### config.mk
export PLATFORM = sky130hd
export DESIGN_NAME = spi_frame_slave
export DESIGN_NICKNAME = d
export VERILOG_FILES = /design/src/rtl/spi_frame_slave_pkg.sv /design/src/rtl/spi_frame_slave_sync_edge.sv /design/src/rtl/spi_frame_slave.sv
export SDC_FILE = /design/constraint.sdc
export NUM_CORES = 1
export LEC_CHECK = 0
export BUFFER_PORTS_ARGS = -buffer_cell sky130_fd_sc_hd__buf_2
export CORE_MARGIN = 2
export CORE_UTILIZATION = 40
export DETAILED_ROUTE_END_ITERATION = 8
export SETUP_SLACK_MARGIN = 0.1
export SYNTH_ARGS = -nofsm -noshare
export SYNTH_HDL_FRONTEND = slang
export SYNTH_HIERARCHICAL = 1
export SYNTH_SLANG_ARGS = --single-unit
export TNS_END_PERCENT = 50
### constraint.sdc
create_clock -name clk -period 2.8 [get_ports clk]
set_input_delay 0 -clock clk [delete_from_list [all_inputs] [get_ports clk]]
set_output_delay 0 -clock clk [all_outputs]
set_load 0.005 [all_outputs]
### src/rtl/spi_frame_slave_pkg.sv
// Shared definitions for the SPI command-frame slave and the debug/bus bridge
// that consumes its frames: default widths, frame field positions, FSM codes.
package spi_frame_slave_pkg;

    localparam int SPI_OUT_W = 72;
    localparam int SPI_IN_W  = 40;

    // Field positions inside spi_out, as decoded by the bridge
    localparam int ADDR_MSB    = 71;
    localparam int ADDR_LSB    = 40;
    localparam int DATA_MSB    = 39;
    localparam int DATA_LSB    = 8;
    localparam int WE_BIT      = 3;
    localparam int START_BIT   = 2;
    localparam int SYS_RST_BIT = 1;
    localparam int CPU_RST_BIT = 0;

    // Same layout as a packed struct, for consumers that prefer named fields
    typedef struct packed {
        logic [31:0] addr;
        logic [31:0] data;
        logic [3:0]  rsvd;
        logic        we;
        logic        start;
        logic        sys_rst;
        logic        cpu_rst;
    } spi_cmd_t;

    localparam logic [0:0] ST_IDLE   = 1'b0;
    localparam logic [0:0] ST_ACTIVE = 1'b1;

endpackage

### src/rtl/spi_frame_slave_sync_edge.sv
// N-stage synchroniser for an asynchronous input with single-cycle rise/fall
// pulses. Edges are masked until the chain has flushed after reset, so a line
// already sitting away from its idle level at reset release does not produce
// a spurious edge.
module spi_sync_edge #(
    parameter int   STAGES    = 2,
    parameter logic RESET_VAL = 1'b0
) (
    input  logic clk,
    input  logic rst_n,
    input  logic d_i,
    output logic rise_o,
    output logic fall_o
);

    logic [STAGES-1:0] sync_q;
    logic              prev_q;
    logic [STAGES:0]   armed_q;

    // Synchroniser chain, one delayed copy for edge detect, flush tracker
    always_ff @(posedge clk or negedge rst_n) begin
        if (!rst_n) begin
            sync_q  <= {STAGES{RESET_VAL}};
            prev_q  <= RESET_VAL;
            armed_q <= '0;
        end else begin
            sync_q  <= {sync_q[STAGES-2:0], d_i};
            prev_q  <= sync_q[STAGES-1];
            armed_q <= {armed_q[STAGES-1:0], 1'b1};
        end
    end

    assign rise_o = armed_q[STAGES] &  sync_q[STAGES-1] & ~prev_q;
    assign fall_o = armed_q[STAGES] & ~sync_q[STAGES-1] &  prev_q;

endmodule

### src/rtl/spi_frame_slave.sv
// SPI mode-0 slave: oversamples SCLK/CS_N/MOSI in the clk domain, shifts in an
// OUT_W-bit command frame that is committed atomically to spi_out on CS_N
// rise, and streams an IN_W-bit readback word out on MISO, MSB first.
module spi_frame_slave
    import spi_frame_slave_pkg::*;
#(
    parameter int OUT_W       = SPI_OUT_W,
    parameter int IN_W        = SPI_IN_W,
    parameter int SYNC_STAGES = 2
) (
    input  logic             clk,
    input  logic             spi_reset,
    input  logic             sclk,
    input  logic             cs_n,
    input  logic             mosi,
    output logic             miso,
    output logic             miso_oe,
    input  logic [IN_W-1:0]  spi_in,
    output logic [OUT_W-1:0] spi_out,
    output logic             frame_done,
    output logic             frame_err
);

    localparam int              CNT_W    = $clog2(OUT_W + 2);
    localparam logic [CNT_W-1:0] CNT_FULL = CNT_W'(OUT_W);
    localparam logic [CNT_W-1:0] CNT_OVER = CNT_W'(OUT_W + 1);

    logic sclk_rise, sclk_fall, cs_rise, cs_fall;
    logic [SYNC_STAGES-1:0] mosi_sync_q;
    logic mosi_sync;

    logic [0:0]       state_q, state_d;
    logic [OUT_W-1:0] rx_q, rx_d;
    logic [IN_W-1:0]  tx_q, tx_d;
    logic [CNT_W-1:0] cnt_q, cnt_d;
    logic             miso_q, miso_d;
    logic             oe_q, oe_d;
    logic [OUT_W-1:0] out_q, out_d;
    logic             done_q, done_d;
    logic             err_q, err_d;

    spi_sync_edge #(.STAGES(SYNC_STAGES), .RESET_VAL(1'b0)) u_sclk_sync (
        .clk    (clk),
        .rst_n  (spi_reset),
        .d_i    (sclk),
        .rise_o (sclk_rise),
        .fall_o (sclk_fall)
    );

    spi_sync_edge #(.STAGES(SYNC_STAGES), .RESET_VAL(1'b1)) u_cs_sync (
        .clk    (clk),
        .rst_n  (spi_reset),
        .d_i    (cs_n),
        .rise_o (cs_rise),
        .fall_o (cs_fall)
    );

    // MOSI only needs a level; same depth as SCLK keeps it aligned with sclk_rise
    always_ff @(posedge clk or negedge spi_reset) begin
        if (!spi_reset) begin
            mosi_sync_q <= '0;
        end else begin
            mosi_sync_q <= {mosi_sync_q[SYNC_STAGES-2:0], mosi};
        end
    end

    assign mosi_sync = mosi_sync_q[SYNC_STAGES-1];

    // Frame FSM: the SCLK shift is applied before the commit decision so a
    // final rise coinciding with CS_N rise still counts toward the frame
    always_comb begin
        state_d = state_q;
        rx_d    = rx_q;
        tx_d    = tx_q;
        cnt_d   = cnt_q;
        miso_d  = miso_q;
        oe_d    = oe_q;
        out_d   = out_q;
        done_d  = 1'b0;
        err_d   = 1'b0;

        if (state_q == ST_IDLE) begin
            if (cs_fall) begin
                tx_d    = spi_in;
                cnt_d   = '0;
                miso_d  = spi_in[IN_W-1];
                oe_d    = 1'b1;
                state_d = ST_ACTIVE;
            end
        end else begin
            if (sclk_rise) begin
                rx_d = {rx_q[OUT_W-2:0], mosi_sync};
                if (cnt_q != CNT_OVER) begin
                    cnt_d = cnt_q + CNT_W'(1);
                end
            end
            if (sclk_fall) begin
                tx_d   = tx_q << 1;
                miso_d = tx_q[IN_W-2];
            end
            if (cs_rise) begin
                if (cnt_d == CNT_FULL) begin
                    out_d  = rx_d;
                    done_d = 1'b1;
                end else begin
                    err_d  = 1'b1;
                end
                oe_d    = 1'b0;
                miso_d  = 1'b0;
                state_d = ST_IDLE;
            end
        end
    end

    // Frame state and output registers
    always_ff @(posedge clk or negedge spi_reset) begin
        if (!spi_reset) begin
            state_q <= ST_IDLE;
            rx_q    <= '0;
            tx_q    <= '0;
            cnt_q   <= '0;
            miso_q  <= 1'b0;
            oe_q    <= 1'b0;
            out_q   <= '0;
            done_q  <= 1'b0;
            err_q   <= 1'b0;
        end else begin
            state_q <= state_d;
            rx_q    <= rx_d;
            tx_q    <= tx_d;
            cnt_q   <= cnt_d;
            miso_q  <= miso_d;
            oe_q    <= oe_d;
            out_q   <= out_d;
            done_q  <= done_d;
            err_q   <= err_d;
        end
    end

    assign miso       = miso_q;
    assign miso_oe    = oe_q;
    assign spi_out    = out_q;
    assign frame_done = done_q;
    assign frame_err  = err_q;

endmodule
Word level (Yosys, flattened, before mapping)

Cells that the tools add are included.

Bits of input ports: 45
Output and inout port bits: 76
Logic and storage cells: 64
Bits in writable memories: 0
Latch bits: 0
Memories: 0
ROM bits: 0
Bits in registers: 209

Shift-type cells: 0
Multiply operators: 0
Muxes and demuxes: 25
$add $sub $neg: 1
Bitwise logic cells: 12
Reductions and logical operators: 5
Div/mod/pow operators: 0
Equal/unequal tests: 5
Order comparisons: 0

Operators by type and width:

| kind                | count |
|---|---|
| $mux 39             | 3 |
| $mux 72             | 1 |
| $mux 7              | 5 |
| $mux 1              | 16 |
| $and 1x1->1         | 8 |
| $add 7x1->7 const B | 1 |
| $eq 7x7->1 const B  | 1 |
| $ne 7x7->1 const B  | 1 |
| $reduce_and 2->1    | 3 |
| $ne 2x2->1 const B  | 2 |
| $not 1->1           | 4 |
| $ne 3x3->1 const B  | 1 |
| $reduce_and 3->1    | 1 |
| $reduce_bool 2->1   | 1 |

Longest topological paths before layout

Gate-level depths: netlist of run 1.

Depth in word-level cells: 8
Depth in mapped cells: 10
Depth with buffers taken out: 8

By module

Netlist of run 1, hierarchy kept.

By module, submodules not included:

| module                      | times used | sequential area each (µm²) | cells an instance | area each (µm²) |
|---|---|---|---|---|
| spi_frame_slave             | 1          | 4929.7                     | 621               | 9041.2 |
| spi_sync_edge (u_cs_sync)   | 1          | 153.9                      | 9                 | 175.2 |
| spi_sync_edge (u_sclk_sync) | 1          | 150.1                      | 9                 | 171.4 |

Worst setup path after synthesis of run 1

Ideal clock, no wire load.

Kind: flip-flop to flip-flop
Start: register u_sclk_sync.prev_q
End: register out_q[10] (netlist: spi_out[10])
Stages on the path, launching flop included: 10
Path buffers: 2
Setup time: 0.125 ns
Period minus slack after synthesis: 2.286 ns
Arrival: 2.161 ns
Path slack: 0.514 ns
Path through: dfrtp_1 > and3b_1 > and3_1 > nand4_1 > xor2_1 > nand4_4 > nor3_4 > buf_12 > buf_12 > mux2_4

Longest elaborated chain between the ends: 6

RTL lines:

| item                       | line                            | RTL |
|---|---|---|
| start: declaration         | spi_frame_slave_sync_edge.sv:17 | `logic prev_q;` |
| start signal: assignment   | spi_frame_slave_sync_edge.sv:28 | `prev_q <= sync_q[STAGES-1];` |
| $not 1->1 (*)              | spi_frame_slave_sync_edge.sv:33 | `assign rise_o = armed_q[STAGES] & sync_q[STAGES-1] & ~prev_q;` |
| $and 1x1->1 (*)            | spi_frame_slave_sync_edge.sv:33 |  |
| named net sclk_rise        | spi_frame_slave.sv:28           | `logic sclk_rise, sclk_fall, cs_rise, cs_fall;` |
| $mux 7                     | spi_frame_slave.sv:91           | `if (sclk_rise) begin` |
| $mux 7                     | spi_frame_slave.sv:82           | `if (state_q == ST_IDLE) begin` |
| $eq 7x7->1                 | spi_frame_slave.sv:102          | `if (cnt_d == CNT_FULL) begin` |
| $reduce_and 3->1 (no line) | n/a                             |  |
| end signal: assignment     | spi_frame_slave.sv:134          | `out_q <= out_d;` |
| end: declaration           | spi_frame_slave.sv:38           | `logic [OUT_W-1:0] out_q, out_d;` |

The timed path passes the listed nets; every way through them passes the cells marked *. The select of a mux whose other input is x is not followed.
A chain may end at the register's enable or synchronous reset.

Worst setup path after layout of run 1

Start: register cnt_q[1]
End: register out_q[61] (netlist: spi_out[61])

Longest elaborated chain between the ends: 6

RTL lines:

| item                                             | line                                         | RTL |
|---|---|---|
| start: declaration                               | spi_frame_slave.sv:35                        | `logic [CNT_W-1:0] cnt_q, cnt_d;` |
| start signal: assignment                         | spi_frame_slave.sv:131                       | `cnt_q <= cnt_d;` |
| $add 7x1->7 / $ne 7x7->1 (equally long branches) | spi_frame_slave.sv:94, spi_frame_slave.sv:93 |  |
| $mux 7                                           | spi_frame_slave.sv:93                        | `if (cnt_q != CNT_OVER) begin` |
| $mux 7 (*)                                       | spi_frame_slave.sv:91                        |  |
| $mux 7 (*)                                       | spi_frame_slave.sv:82                        |  |
| $eq 7x7->1 (*)                                   | spi_frame_slave.sv:102                       |  |
| $reduce_and 3->1 (no line) (*)                   | n/a                                          |  |

Every way passes the cells marked *; elsewhere a longest branch is shown, timed or not. The select of a mux whose other input is x is not followed.

==> results.txt, run 1 <==
The flow ran to the end, and the final reports show no timing, DRC or antenna violations. The number of antenna violations at the first check in global routing is 0. The largest individual stage delay along the critical path comes from the cell dfrtp_1.

The total of max-cap violations is 0. In the synthesized netlist the dominant register cell turns out to be dfrtp_1. The clock tree skew after final layout came out at 0.0238 ns. In this run, the combinational gates consume 12.6% of the power.

The final setup violation count came out at 0. The number of distinct library cells after synthesis is 32. The power spent charging and discharging nets is 1.89 mW.

The maximum clock insertion buffer count is 3. The clock-pin transition on the worst setup and hold timing paths is 0.06 ns. The proportion of total power due to net switching is 24.9%. The starting utilization of the core area came out at 40.4%. The total area inside the core boundary comes to 0.0233 sq mm. The later-pin clock latency in the skew report came out at 0.51 ns. The sequential share of the synthesized area came out at 55.8%. In this run the count of I/O pins placed on the die edge is 121.

The required time of the critical path is 3.19 ns. The H-tree depth reported by CTS is 1. The max-slew violation total from the final report came out at 0. The adder and majority gate portion of the synthesized area is 0.267%. The relative slew slack came out at 32.8%. The worst reg-to-reg setup slack came out at 0.22 ns. The global-route total usage across every layer came out at 14.7%. The worst path in the final design needs a cycle of 2.58 ns, including I/O delays and setup. In this run the worst path has a maximum fanout of 7. The root buffer cell is clkbuf_16. At the worst endpoint, the arrival time is 2.97 ns. The area of the die is 0.0247 sq mm. The count of warnings emitted by yosys is 6. The setup total negative slack is 0 ns. The routed layout has 5,455 vias.

The overall overflow remaining after global route came out at 0. Of the available clock period, the critical path in the final layout requires 92.1%. The overall die height is 157 um. Summing the areas of all and, or, nand and nor instances in the mapped netlist gives 3.87% of the synthesized area.

The worst supply voltage drop on vdd is 0.392 mV. The via count of the first global-routing pass came out at 5,765. The count of port buffers added during placement came out at 120. Grouping stages by cell kind, the critical path spends the most delay in simple AND/OR/NAND/NOR gates. The largest single stage delay on the critical path is 0.42 ns.

STA classifies the critical path startpoint as a flip-flop. The signal on the critical path passes through inv_1 -> ha_1 -> nand4b_4 -> o31ai_4 -> xor2_2 -> nand2_1 -> nor3_4 -> buf_12 -> buf_4 -> mux2_4. In the synthesized netlist, the number of instances is 639.

By startpoint and endpoint, the worst setup path is classified as reg -> reg. The overall routed net length is 18,300 um. The proportion of layout cells with a drive suffix above 1 came out at 40.4%. The net total in the final layout came out at 858. The number of buffer and inverter instances along the worst setup path came out at 3. The analysis attributes to cell leakage a power of 6.05 nW.

The count of state elements after synthesis came out at 209. The clock network burns 40.4% of the power. Compared with the post-synthesis result, the final layout area differs by 24.1%. The part of the total power dissipated in sequential elements came out at 47.0%.

Internal power comes to 5.69 mW. The first global-routing pass estimated 29,300 um of wire. After detailed routing, the number of remaining DRC violations is 0. The final estimated routing congestion in global placement is 0.796.

In this run, CTS created clock tree buffers numbering 23. The fmax came out at 388 MHz. The number of diodes added for antenna fixing came out at 0. The cell area power density came out at 651 mW/mm^2. The post-placement cell area is 0.0103 sq mm. The share of flip-flops with an asynchronous set or reset after synthesis came out at 100%. By area, the combinational part of the netlist is dominated by multiplexers.

Setup repair after global routing left no endpoint under its margin. The tightest min-delay check is of the in -> reg type. The compound-cell area share of the yosys netlist came out at 2.83%.

In this run the mean area of a mapped cell was 14.7 sq um. The number of sinks on the clock net is 209. Summed over all nets, the half-perimeter wirelength after detailed placement is 11,200 um. The number of DRC markers in iteration 0 came out at 238. In this run, synthesis inferred 0 flip-flops with an integrated enable. The largest net degree at the start of global routing came out at 110. At the pin with the least slew margin, the transition time is 1.01 ns. The per-cell routed wire length is 16.0 um.

With fillers left out, the area of the finished cells amounts to 0.0116 sq mm. In this run the remaining antenna-violating nets after routing total 0. The worst setup path is captured at a flip-flop.

The post-synth net total came out at 686. The hold violation total from the final report came out at 0. The share of the synthesized netlist area taken by xor and xnor gates came out at 0.560%.

Before antenna repair, the detailed router went through 4 iterations. The total number of placement rows is 56. The number of vias per cell after detailed routing is 4.76. The horizontal die dimension came out at 157 um. TritonCTS built the clock tree. The area of the mapped netlist came out at 0.00939 sq mm.

The share of cell area taken by muxes after synthesis is 33.6%.
layout make-up:
class / count / area (sq um)
Sequential cell: 209 / 5240
Multi-Input combinational cell: 389 / 3910
Tap cell: 319 / 399
Fill cell: 2025 / 11600
Clock buffer: 33 / 683
Inverter: 3 / 11.3
Timing Repair Buffer: 185 / 1320
Clock inverter: 8 / 93.8
stage by stage:
stage               cells  hold WS, ns  util, %  setup slack (ns)  total power, mW
CTS                  1140        0.136     49.7             0.154             7.68
floorplan             639       -0.296        -             0.514             4.21
global placement     1055        0.109     44.4             0.236             4.45
finish               1146        0.154     50.1             0.222             7.58
global route         1146        0.151     50.1            0.0745             7.98
detailed placement   1055        0.109     44.4             0.135             4.52
cells in the final DEF (no fill, tap or decap), types with 5 or more instances in the layout:
cell	n
mux2_1	75
nand2b_1	6
mux2_2	72
nand2_1	45
buf_4	13
mux2_4	70
dlygate4sd3_1	44
clkbuf_16	24
nor2_1	5
o21ai_1	40
buf_2	119
clkinv_2	5
dfrtp_1	205
mux2i_1	44
buf_12	6
clkbuf_8	8
sequential cells by signal, indices dropped and copies added (netlist names):
signal,count
u_cs_sync/armed_q,3
rx_q,72
cnt_q,7
u_sclk_sync/prev_q,1
u_sclk_sync/armed_q,3
u_cs_sync/sync_q,2
miso_oe,1
spi_out,72
mosi_sync_q,2
u_cs_sync/prev_q,1
miso,1
frame_err,1
u_sclk_sync/sync_q,2
frame_done,1
state_q,1
tx_q,39
power by group through the flow:
stage / sequential [mW] / clock [mW] / combinational [mW]
2_1_floorplan: 3.54 / 0 / 0.671
3_3_place_gp: 3.59 / 0 / 0.856
3_5_place_dp: 3.61 / 0 / 0.905
4_1_cts: 3.56 / 3.16 / 0.956
5_1_grt: 3.60 / 3.29 / 1.08
6_report: 3.56 / 3.06 / 0.955
synthesized netlist by cell type, types with 3 or more instances:
cell type	count	share of area, %
o21ai_1	40	2.1
dfrtp_1	206	55
nand4_1	3	0.20
xor2_1	4	0.37
mux2_1	75	9.0
clkbuf_1	25	1.0
nand2_1	46	1.8
mux2_4	70	11
buf_1	5	0.20
nand2b_1	6	0.40
mux2i_1	45	4.8
mux2_2	72	8.6
nor2_1	5	0.20
buf_12	8	1.7
and3b_1	4	0.37
dfstp_2	3	0.84
inv_1	3	0.12
repair_timing:
action | CTS | global route
hold buffers | 44 | 0
setup endpoints to repair | 0 | 48
gates resized for setup | 0 | 3
buffers inserted | 0 | 5
hold endpoints to repair | 146 | 0
layer usage:
layer	up-vias	share of wire, %	track usage [%]
li1	2601	-	-
met1	2698	47	20.1
met2	124	46	24.0
met3	32	4.4	2.48
met4	0	2.3	4.37
met5	-	0	0
worst reg2reg max path: stages, from the launching register on:
cell      delay (ns)
dfrtp_1         0.42
inv_1           0.10
ha_1            0.20
nand4b_4        0.14
o31ai_4         0.34
xor2_2          0.19
nand2_1         0.13
nor3_4          0.27
buf_12          0.19
buf_4           0.20
mux2_4          0.31
kinds of logic after synthesis:
| kind of cell | count (synthesis) |
|---|---|
| xor gates and xnor gates | 6 |
| adders and majority gates | 2 |
| other | 2 |
| AOI/OAI and AO/OA | 47 |
| and+or+nand+nor | 70 |
| buffers and inverters | 41 |
| muxes | 262 |
| DFF | 209 |
worst paths after layout:
path                                                  start                          endpoint  depth (start not counted)
min reg2reg                u_sclk_sync/armed_q[0]$_DFF_PN0_  u_sclk_sync/armed_q[1]$_DFF_PN0_                          0
max in group asynchronous                         spi_reset           spi_out[41]$_DFFE_PN0P_                          3
min                                                    cs_n     u_cs_sync/sync_q[0]$_DFF_PN1_                          2
min in group asynchronous                         spi_reset               tx_q[9]$_DFFE_PN0P_                          2
max                                    cnt_q[1]$_DFFE_PN0P_           spi_out[61]$_DFFE_PN0P_                         10
max reg2reg                            cnt_q[1]$_DFFE_PN0P_           spi_out[61]$_DFFE_PN0P_                         10
(Power assumes the default switching activity.)
==> inputs of run 2 (changes only) <==
--- a/config.mk
+++ b/config.mk
@@ -5,6 +5,7 @@
 export SDC_FILE = /design/constraint.sdc
 export NUM_CORES = 1
 export LEC_CHECK = 0
+export ABC_AREA = 1
 export BUFFER_PORTS_ARGS = -buffer_cell sky130_fd_sc_hd__buf_2
 export CORE_MARGIN = 2
 export CORE_UTILIZATION = 40
==> run 2 against run 1 <==
Critical path depth grew 3. Routed wire length grew 13%. Register-to-register slack gained 0.31 ns. Hold slack lost 0.064 ns. Largest power group unchanged.
==> results.txt, run 2 <==
The flow ran to the end, and the final reports show no timing, DRC or antenna violations. The footprint of the multi-input gates came out at 0.00337 sq mm. The share of the clock period used by the worst path is 81.0%. The proportion of layout cells with a drive suffix above 1 is 14.9%.

The global-route wire length before repair is 35,100 um. During synthesis, Yosys emitted a total of 6 warnings. The slew at the pin closest to its max-slew limit came out at 0.704 ns. The post-synth net total came out at 1,163. The maximum clock insertion buffer count came out at 3.

The endpoint of the worst-slack reg-to-reg timing path is spi_out[71]$_DFFE_PN0P_. The maximum fanout encountered on the critical timing path is 66. The H-tree depth reported by CTS is 1.

CTS saw 209 sinks. The number of cells upsized or downsized after cts is 0. Across the VDD grid, the largest voltage drop is 0.435 mV. The final estimated routing congestion in global placement came out at 0.819. The via count of the first global-routing pass is 7,042. The detailed-routing iteration count for the pre-antenna-repair pass is 5. Setup violations remaining at the end of the flow were counted as 0. The mean instance size in the synthesized netlist came out at 8.41 sq um. The clock tree skew after final layout came out at 0.0118 ns. The static leakage came out at 5.51 nW. The footprint of the flip-flops and latches came out at 0.00524 sq mm. For this run, the leading register cell type out of synthesis is dfrtp_1. The number of buffer and inverter instances along the worst setup path is 3.

Adding up every negative setup slack in the final design gives 0 ns. The top cell types in the final layout, fill and taps aside, are nand2_1 (398), dfrtp_1 (205), o21ai_0 (149). The total of max-cap violations is 0.

The cell area power density came out at 679 mW/mm^2. In the post-synthesis netlist, the cell with the most instances is nand2_1. Summing over every cut layer, the via total after detailed routing is 7,575. The synthesized netlist devotes 0.267% of its cell area to XOR and XNOR gates. The net count of the finished layout is 1,289. In the synthesized netlist the async set-or-reset flop fraction comes to 100%. The number of hold buffers added after CTS was 44.

The placement-stage worst setup slack is 0.510 ns. The number of flops mapped to enable cells by yosys is 0. The number of diodes added for antenna fixing came out at 0. The later-pin clock latency in the skew report came out at 0.50 ns. For this run, the total global-route usage over all layers was measured as 17.1%. The worst reg-to-reg setup slack came out at 0.53 ns. The area of the mapped netlist is 0.00938 sq mm. Measured against its own limit, the worst slew margin works out to 53.1%. The DRC violation count after routing came out at 0. The synthesized netlist cell count is 1,116. The signed area change from the synthesized netlist to the final layout came out at 20.8%. The overall routed net length is 20,600 um.

The logic depth of the worst register-to-register path came out at 13. The max-slew violation total from the final report came out at 0. On the critical path the largest part of the delay comes from simple AND/OR/NAND/NOR gates. Based on the critical path, the design can be clocked at up to 441 MHz.

In this run the horizontal extent of the chip is 157 um. Walking the worst path, the cells encountered are inv_1 -> ha_1 -> nand2_1 -> inv_1 -> nand3_1 -> nand2_1 -> nand2_1 -> nand3_1 -> nor2_2 -> nand3_4 -> buf_4 -> nand2_1 -> nand2_1. The TritonCTS clock tree is built.

The compound-cell area share of the yosys netlist is 11.0%. In this run, synthesis produced a sequential element count of 209. STA classifies the critical path startpoint as a flip-flop. The most numerous cell on the critical path is nand2_1. The sequential share of the synthesized area came out at 55.8%. The setup path with the least slack is of type reg -> reg.

The final instance count without filler cells is 1,577. The worst-case hold slack is 0.0901 ns. The overall die height came out at 157 um. The required time of the critical path is 3.24 ns. The least setup slack across all paths after layout came out at 0.533 ns. The final standard cell utilization of the core is 48.7%.

The hold violation total from the final report came out at 0. The number of distinct library cells after synthesis came out at 27. The completed layout was analyzed and its total power is 7.69 mW.

The worst path needs 2.27 ns of the cycle, external delays included. Clock-pin slew was measured on the worst setup and hold paths at 0.06 ns. The number of antenna violations at the first check in global routing came to 0. Once the floorplan was initialized, standard cells occupied 40.3% of the core. The synthesized design spends more area on one cell type than any other, namely dfrtp_1. The top-area cell type share of the netlist area is 55.0%. The summed area of non-filler cells in the final layout came out at 0.0113 sq mm. Entering global routing, the biggest net connects 148 pins. The dominant combinational cell family by area after synthesis is simple AND/OR/NAND/NOR gates. Among all stages on the critical path, the largest delay is contributed by buf_4. The area of the die came out at 0.0247 sq mm. The total instance count after detailed placement came out at 1,492. Using the TritonRoute via totals, the vias-per-cell ratio works out to 4.80. The peak per-stage delay on the critical path is 0.54 ns. The adder and majority gate portion of the synthesized area came out at 0.267%.

The simple-gate portion of the synthesized area is 24.2%. By area the synthesized netlist is led by dfrtp_1 (55%), nand2_1 (16%), o21ai_0 (7.9%), nand4_1 (4.8%), inv_1 (3.6%). The number of fill cells is 2,263. The number of DRC markers in iteration 0 came out at 554. The HPWL reported at the end of detailed placement came out at 12,200 um. After detailed placement, the total cell area comes to 0.0102 sq mm. The remaining number of nets flagged by the antenna check after routing is 0.

Leaving out fill and tap cells, the most frequent cell in the layout is nand2_1. The path class of the tightest hold or removal check is in -> async. By count the netlist is led by nand2_1 (398), dfrtp_1 (206), o21ai_0 (149). 121 I/O pins were placed. The worst setup path is captured at a flip-flop. The core region is 0.0233 sq mm.

Setup repair after global routing left no endpoint under its margin. The number of clock buffers inserted by TritonCTS came out at 23. The per-cell routed wire length came out at 13.1 um.

The number of setup buffers added after CTS is 0. Summed over all layers, the global routing overflow is 0. The share of cell area taken by muxes after synthesis is 0%. The total number of placement rows is 56.

The root buffer cell is clkbuf_16. The startpoint identified for the worst register-to-register timing path is cnt_q[1]$_DFFE_PN0P_. The arrival time at the worst endpoint came out at 2.70 ns. The count of port buffers added during placement is 120.
[run 2: worst reg2reg max path, cell delays in order (launching register included)]
cell and delay (ns):
dfrtp_1 0.41, inv_1 0.09, ha_1 0.15, nand2_1 0.05, inv_1 0.05, nand3_1 0.15
nand2_1 0.12, nand2_1 0.09, nand3_1 0.10, nor2_2 0.06, nand3_4 0.12, buf_4 0.54
nand2_1 0.19, nand2_1 0.10
[run 2: layout make-up]
type                       instances  area share (%)
sequential                       209            46.2
clock inverter                     4           0.398
tap                              319            3.52
clock buffer                      37            6.07
timing repair buffer             180            11.0
multi-input combinational        737            29.8
inverter                          91            3.01
[run 2: report_power, final]
group          internal (mW)  leakage (nW)  switching, mW
Sequential              3.37          2.76          0.235
Clock                   1.76         0.362           1.18
Combinational          0.408          2.39          0.733
[run 2: kinds of logic (layout without fill, tap and decap cells)]
logic type                 count (synthesis)  after routing
other                                      2              2
buffers and inverters                    170            312
adders and majority gates                  2              2
and+or+nand+nor                          536            536
xor gates and xnor gates                   2              2
DFF                                      209            209
AOI/OAI and AO/OA                        195            195
[run 2: per-layer routing]
metal / wire length [um] / vias up / GRT usage (%)
li1: - / 3875 / -
met1: 10100 / 3514 / 25.3
met2: 8920 / 164 / 25.9
met3: 1230 / 22 / 3.58
met4: 301 / 0 / 4.07
met5: 0 / - / 0
[run 2: worst max path at each step]
| stage | start | to | slack [ns] | cells after the start |
|---|---|---|---|---|
| 2_1_floorplan | u_sclk_sync/sync_q[1]$_DFF_PN0_ | spi_out[10]$_DFFE_PN0P_ | 1.0 | 11 |
| 3_3_place_gp | cnt_q[1]$_DFFE_PN0P_ | spi_out[1]$_DFFE_PN0P_ | 0.55 | 13 |
| 3_5_place_dp | u_sclk_sync/sync_q[1]$_DFF_PN0_ | spi_out[71]$_DFFE_PN0P_ | 0.51 | 13 |
| 4_1_cts | cnt_q[1]$_DFFE_PN0P_ | spi_out[71]$_DFFE_PN0P_ | 0.50 | 13 |
| 5_1_grt | cnt_q[1]$_DFFE_PN0P_ | spi_out[57]$_DFFE_PN0P_ | 0.22 | 13 |
| 6_report | cnt_q[1]$_DFFE_PN0P_ | spi_out[71]$_DFFE_PN0P_ | 0.53 | 13 |
==> inputs of run 3 (changes only) <==
--- a/config.mk
+++ b/config.mk
@@ -5,7 +5,7 @@
 export SDC_FILE = /design/constraint.sdc
 export NUM_CORES = 1
 export LEC_CHECK = 0
-export ABC_AREA = 1
+export ABC_AREA = 0
 export BUFFER_PORTS_ARGS = -buffer_cell sky130_fd_sc_hd__buf_2
 export CORE_MARGIN = 2
 export CORE_UTILIZATION = 40
==> constraint.sdc (replaced) <==
create_clock -name clk -period 2.34 [get_ports clk]
set_input_delay 0 -clock clk [delete_from_list [all_inputs] [get_ports clk]]
set_output_delay 0 -clock clk [all_outputs]
set_load 0.005 [all_outputs]
==> run 3 against run 2 <==
Clock skew down 0.00066 ns. Sequential power up 17%. Power up 19%. Critical endpoint unchanged. Via count down 27%. Combinational power up 9%. Critical path type unchanged. Final cell count down 26%. Die area about the same. Critical path depth down 3. The flow now finishes with violations (negative setup slack). Setup slack worse by 0.61 ns.
==> results.txt, run 3 (synthesized netlist as in run 1, its figures left out) <==
Summing over every cut layer, the via total after detailed routing is 5,551. The via count of the first global-routing pass came out at 5,795. The worst supply voltage drop on vdd came out at 0.530 mV. The sort of element at the end of the critical path is a flip-flop. The library cell used most frequently in the layout, excluding fill and tap cells, is dfrtp_1. The maximum fanout encountered on the critical timing path is 10. The overall overflow remaining after global route came out at 0. The share of the clock period used by the worst path is 103%. Once the floorplan was initialized, standard cells occupied 40.4% of the core. CTS built an H-tree with a depth of 1.

The logic depth of the worst register-to-register path came out at 10. The overall die height is 157 um. The net total in the final layout is 874.

The relative slew slack came out at 58.3%. The signed area change from the synthesized netlist to the final layout came out at 26.4%. The total I/O pin count is 121. The number of antenna violations at the first check in global routing came out at 0. The internal cell power is 6.81 mW. The power spent charging and discharging nets is 2.33 mW. The critical register-to-register path startpoint is cnt_q[1]$_DFFE_PN0P_. Counting along the longest clock path gives a buffer depth of 3.

The endpoint of the worst-slack reg-to-reg timing path is spi_out[71]$_DFFE_PN0P_. The first global-routing pass estimated 29,800 um of wire. The total number of placement rows is 56. The number of fill cells came out at 1,967. The core outline area is 0.0233 sq mm. Clock tree synthesis found a total of 209 sinks.

The proportion of total power due to net switching is 25.5%. After detailed routing, the total wire length is 18,700 um. The arrival time at the worst endpoint is 2.81 ns. The number of clock buffers inserted by TritonCTS came out at 24.

The footprint of the multi-input gates came out at 0.00395 sq mm. The number of diodes added for antenna fixing came out at 0. Setup violations remaining at the end of the flow were counted as 72. The number of DRC markers in iteration 0 came out at 247. The hold violation total from the final report was 0.

Setup repair after global routing could not meet its margin everywhere. The root buffer cell is clkbuf_16. Summed over all cells, the static leakage comes to 6.14 nW. For the pin with the worst max-slew slack, the measured transition is 0.626 ns. The count of port buffers added during placement came out at 120. The critical path is of the reg -> reg type. The final reports fail on negative setup slack. The path class of the lowest-slack min-delay path is in -> async. The clock network power share came out at 40.0%.

The HPWL reported at the end of detailed placement is 11,700 um. Entering global routing, the biggest net connects 77 pins. The max-slew violation total from the final report was 0. The worst setup path is launched from a flip-flop. The flow ran to the end, but the final reports show violations. The worst path in the final design needs a cycle of 2.42 ns, including I/O delays and setup. The footprint of the flip-flops and latches is 0.00524 sq mm.

In the routed layout, each cell is associated on average with a via count of 4.77. Setup total negative slack on the finished layout was measured at -4.50 ns. The horizontal die dimension came out at 157 um. The remaining number of nets flagged by the antenna check after routing came out at 0. Power spread over the standard cell area amounts to 770 mW/mm^2. Of the cells placed in the final design, the portion with a size suffix greater than 1 is 42.7%. The relative contribution of combinational cells to total power is 13.6%. The post-route total power came out at 9.14 mW. The final estimated routing congestion in global placement came out at 0.749. The die covers 0.0247 sq mm. The detailed-routing iteration count for the pre-antenna-repair pass came out at 4. In the routed design, unresolved DRC markers number 0. Leaving out fill and tap cells, the most frequent cells in the layout are dfrtp_1 (205), buf_2 (119), mux2_4 (73). The clock tree skew after final layout is 0.0111 ns. The least setup slack across all paths after layout is -0.0814 ns. Across the run, the number of max-cap violations was 0.

The part of the total power dissipated in sequential elements came out at 46.4%. For this run, the top clock speed supported by timing is 413 MHz. The worst reg-to-reg setup slack is -0.08 ns.

The per-cell routed wire length is 16.0 um. Clock-pin slew was measured on the worst setup and hold paths at 0.06 ns. The required time of the critical path came out at 2.73 ns. The global-route total usage across every layer came out at 14.8%.

The later-pin clock latency in the skew report came out at 0.51 ns. The TritonCTS clock tree is built.
## run 3: power groups by stage
| stage | Combinational [mW] | Sequential [mW] | Clock (mW) |
|---|---|---|---|
| 3_5_place_dp | 1.15 | 4.29 | 0 |
| 6_report | 1.24 | 4.24 | 3.65 |
| 3_3_place_gp | 1.08 | 4.27 | 0 |
| 2_1_floorplan | 0.806 | 4.24 | 0 |
| 4_1_cts | 1.21 | 4.23 | 3.78 |
| 5_1_grt | 1.40 | 4.29 | 3.95 |
## run 3: worst max-delay path: stages (launching register included)
cell and delay, ns:
dfrtp_1 0.41, inv_2 0.09, ha_4 0.14, nand4b_4 0.12, o31ai_4 0.28, xor2_1 0.24, nand2_2 0.12, nor3_4 0.22
buf_6 0.20, buf_12 0.16, mux2_4 0.30
## run 3: stage by stage
stage | instance area, sq um | setup WS [ns] | cells | hold WS (ns) | util, %
2_1_floorplan | 9400 | 0.118 | 639 | -0.296 | -
3_3_place_gp | 10400 | 0.00827 | 1065 | -0.0351 | 44.9
3_5_place_dp | 10400 | -0.0811 | 1065 | -0.0309 | 44.9
4_1_cts | 11700 | -0.0942 | 1156 | 0.000950 | 50.4
5_1_grt | 11900 | -0.164 | 1164 | 0.0380 | 51.0
6_report | 11900 | -0.0814 | 1164 | 0.0103 | 51.0
## run 3: final cells by class
type / instances / area share (%)
Tap cell: 319 / 3.36
Clock buffer: 32 / 5.83
Inverter: 3 / 0.0949
Sequential cell: 209 / 44.1
Multi-Input combinational cell: 389 / 33.2
Timing Repair Buffer: 200 / 12.6
Clock inverter: 12 / 0.780
## run 3: per-layer routing
metal	part of all wire, %	global-route usage (%)
met1	46	20.3
met2	48	24.6
met3	4.6	2.67
met4	1.4	3.25
met5	0	0
## run 3: worst max path at each step
stage	startpoint	end	slack, ns	cells past startpoint
finish	cnt_q[1]$_DFFE_PN0P_	spi_out[71]$_DFFE_PN0P_	-0.08	10
global route	cnt_q[1]$_DFFE_PN0P_	spi_out[25]$_DFFE_PN0P_	-0.16	10
CTS	u_sclk_sync/prev_q$_DFF_PN0_	spi_out[50]$_DFFE_PN0P_	-0.09	9
global placement	u_sclk_sync/prev_q$_DFF_PN0_	spi_out[59]$_DFFE_PN0P_	0.008	9
floorplan	cnt_q[1]$_DFFE_PN0P_	spi_out[10]$_DFFE_PN0P_	0.12	10
detailed placement	u_sclk_sync/prev_q$_DFF_PN0_	spi_out[63]$_DFFE_PN0P_	-0.08	9
## run 3: repair_timing
| item | CTS | global route |
|---|---|---|
| endpoints found under the hold margin | 252 | 0 |
| hold buffers | 44 | 0 |
| endpoints found under the setup margin | 72 | 72 |
| gates cloned | 1 | 3 |
| pin swaps | 0 | 5 |
| resized for setup | 6 | 12 |
| setup buffers | 2 | 5 |
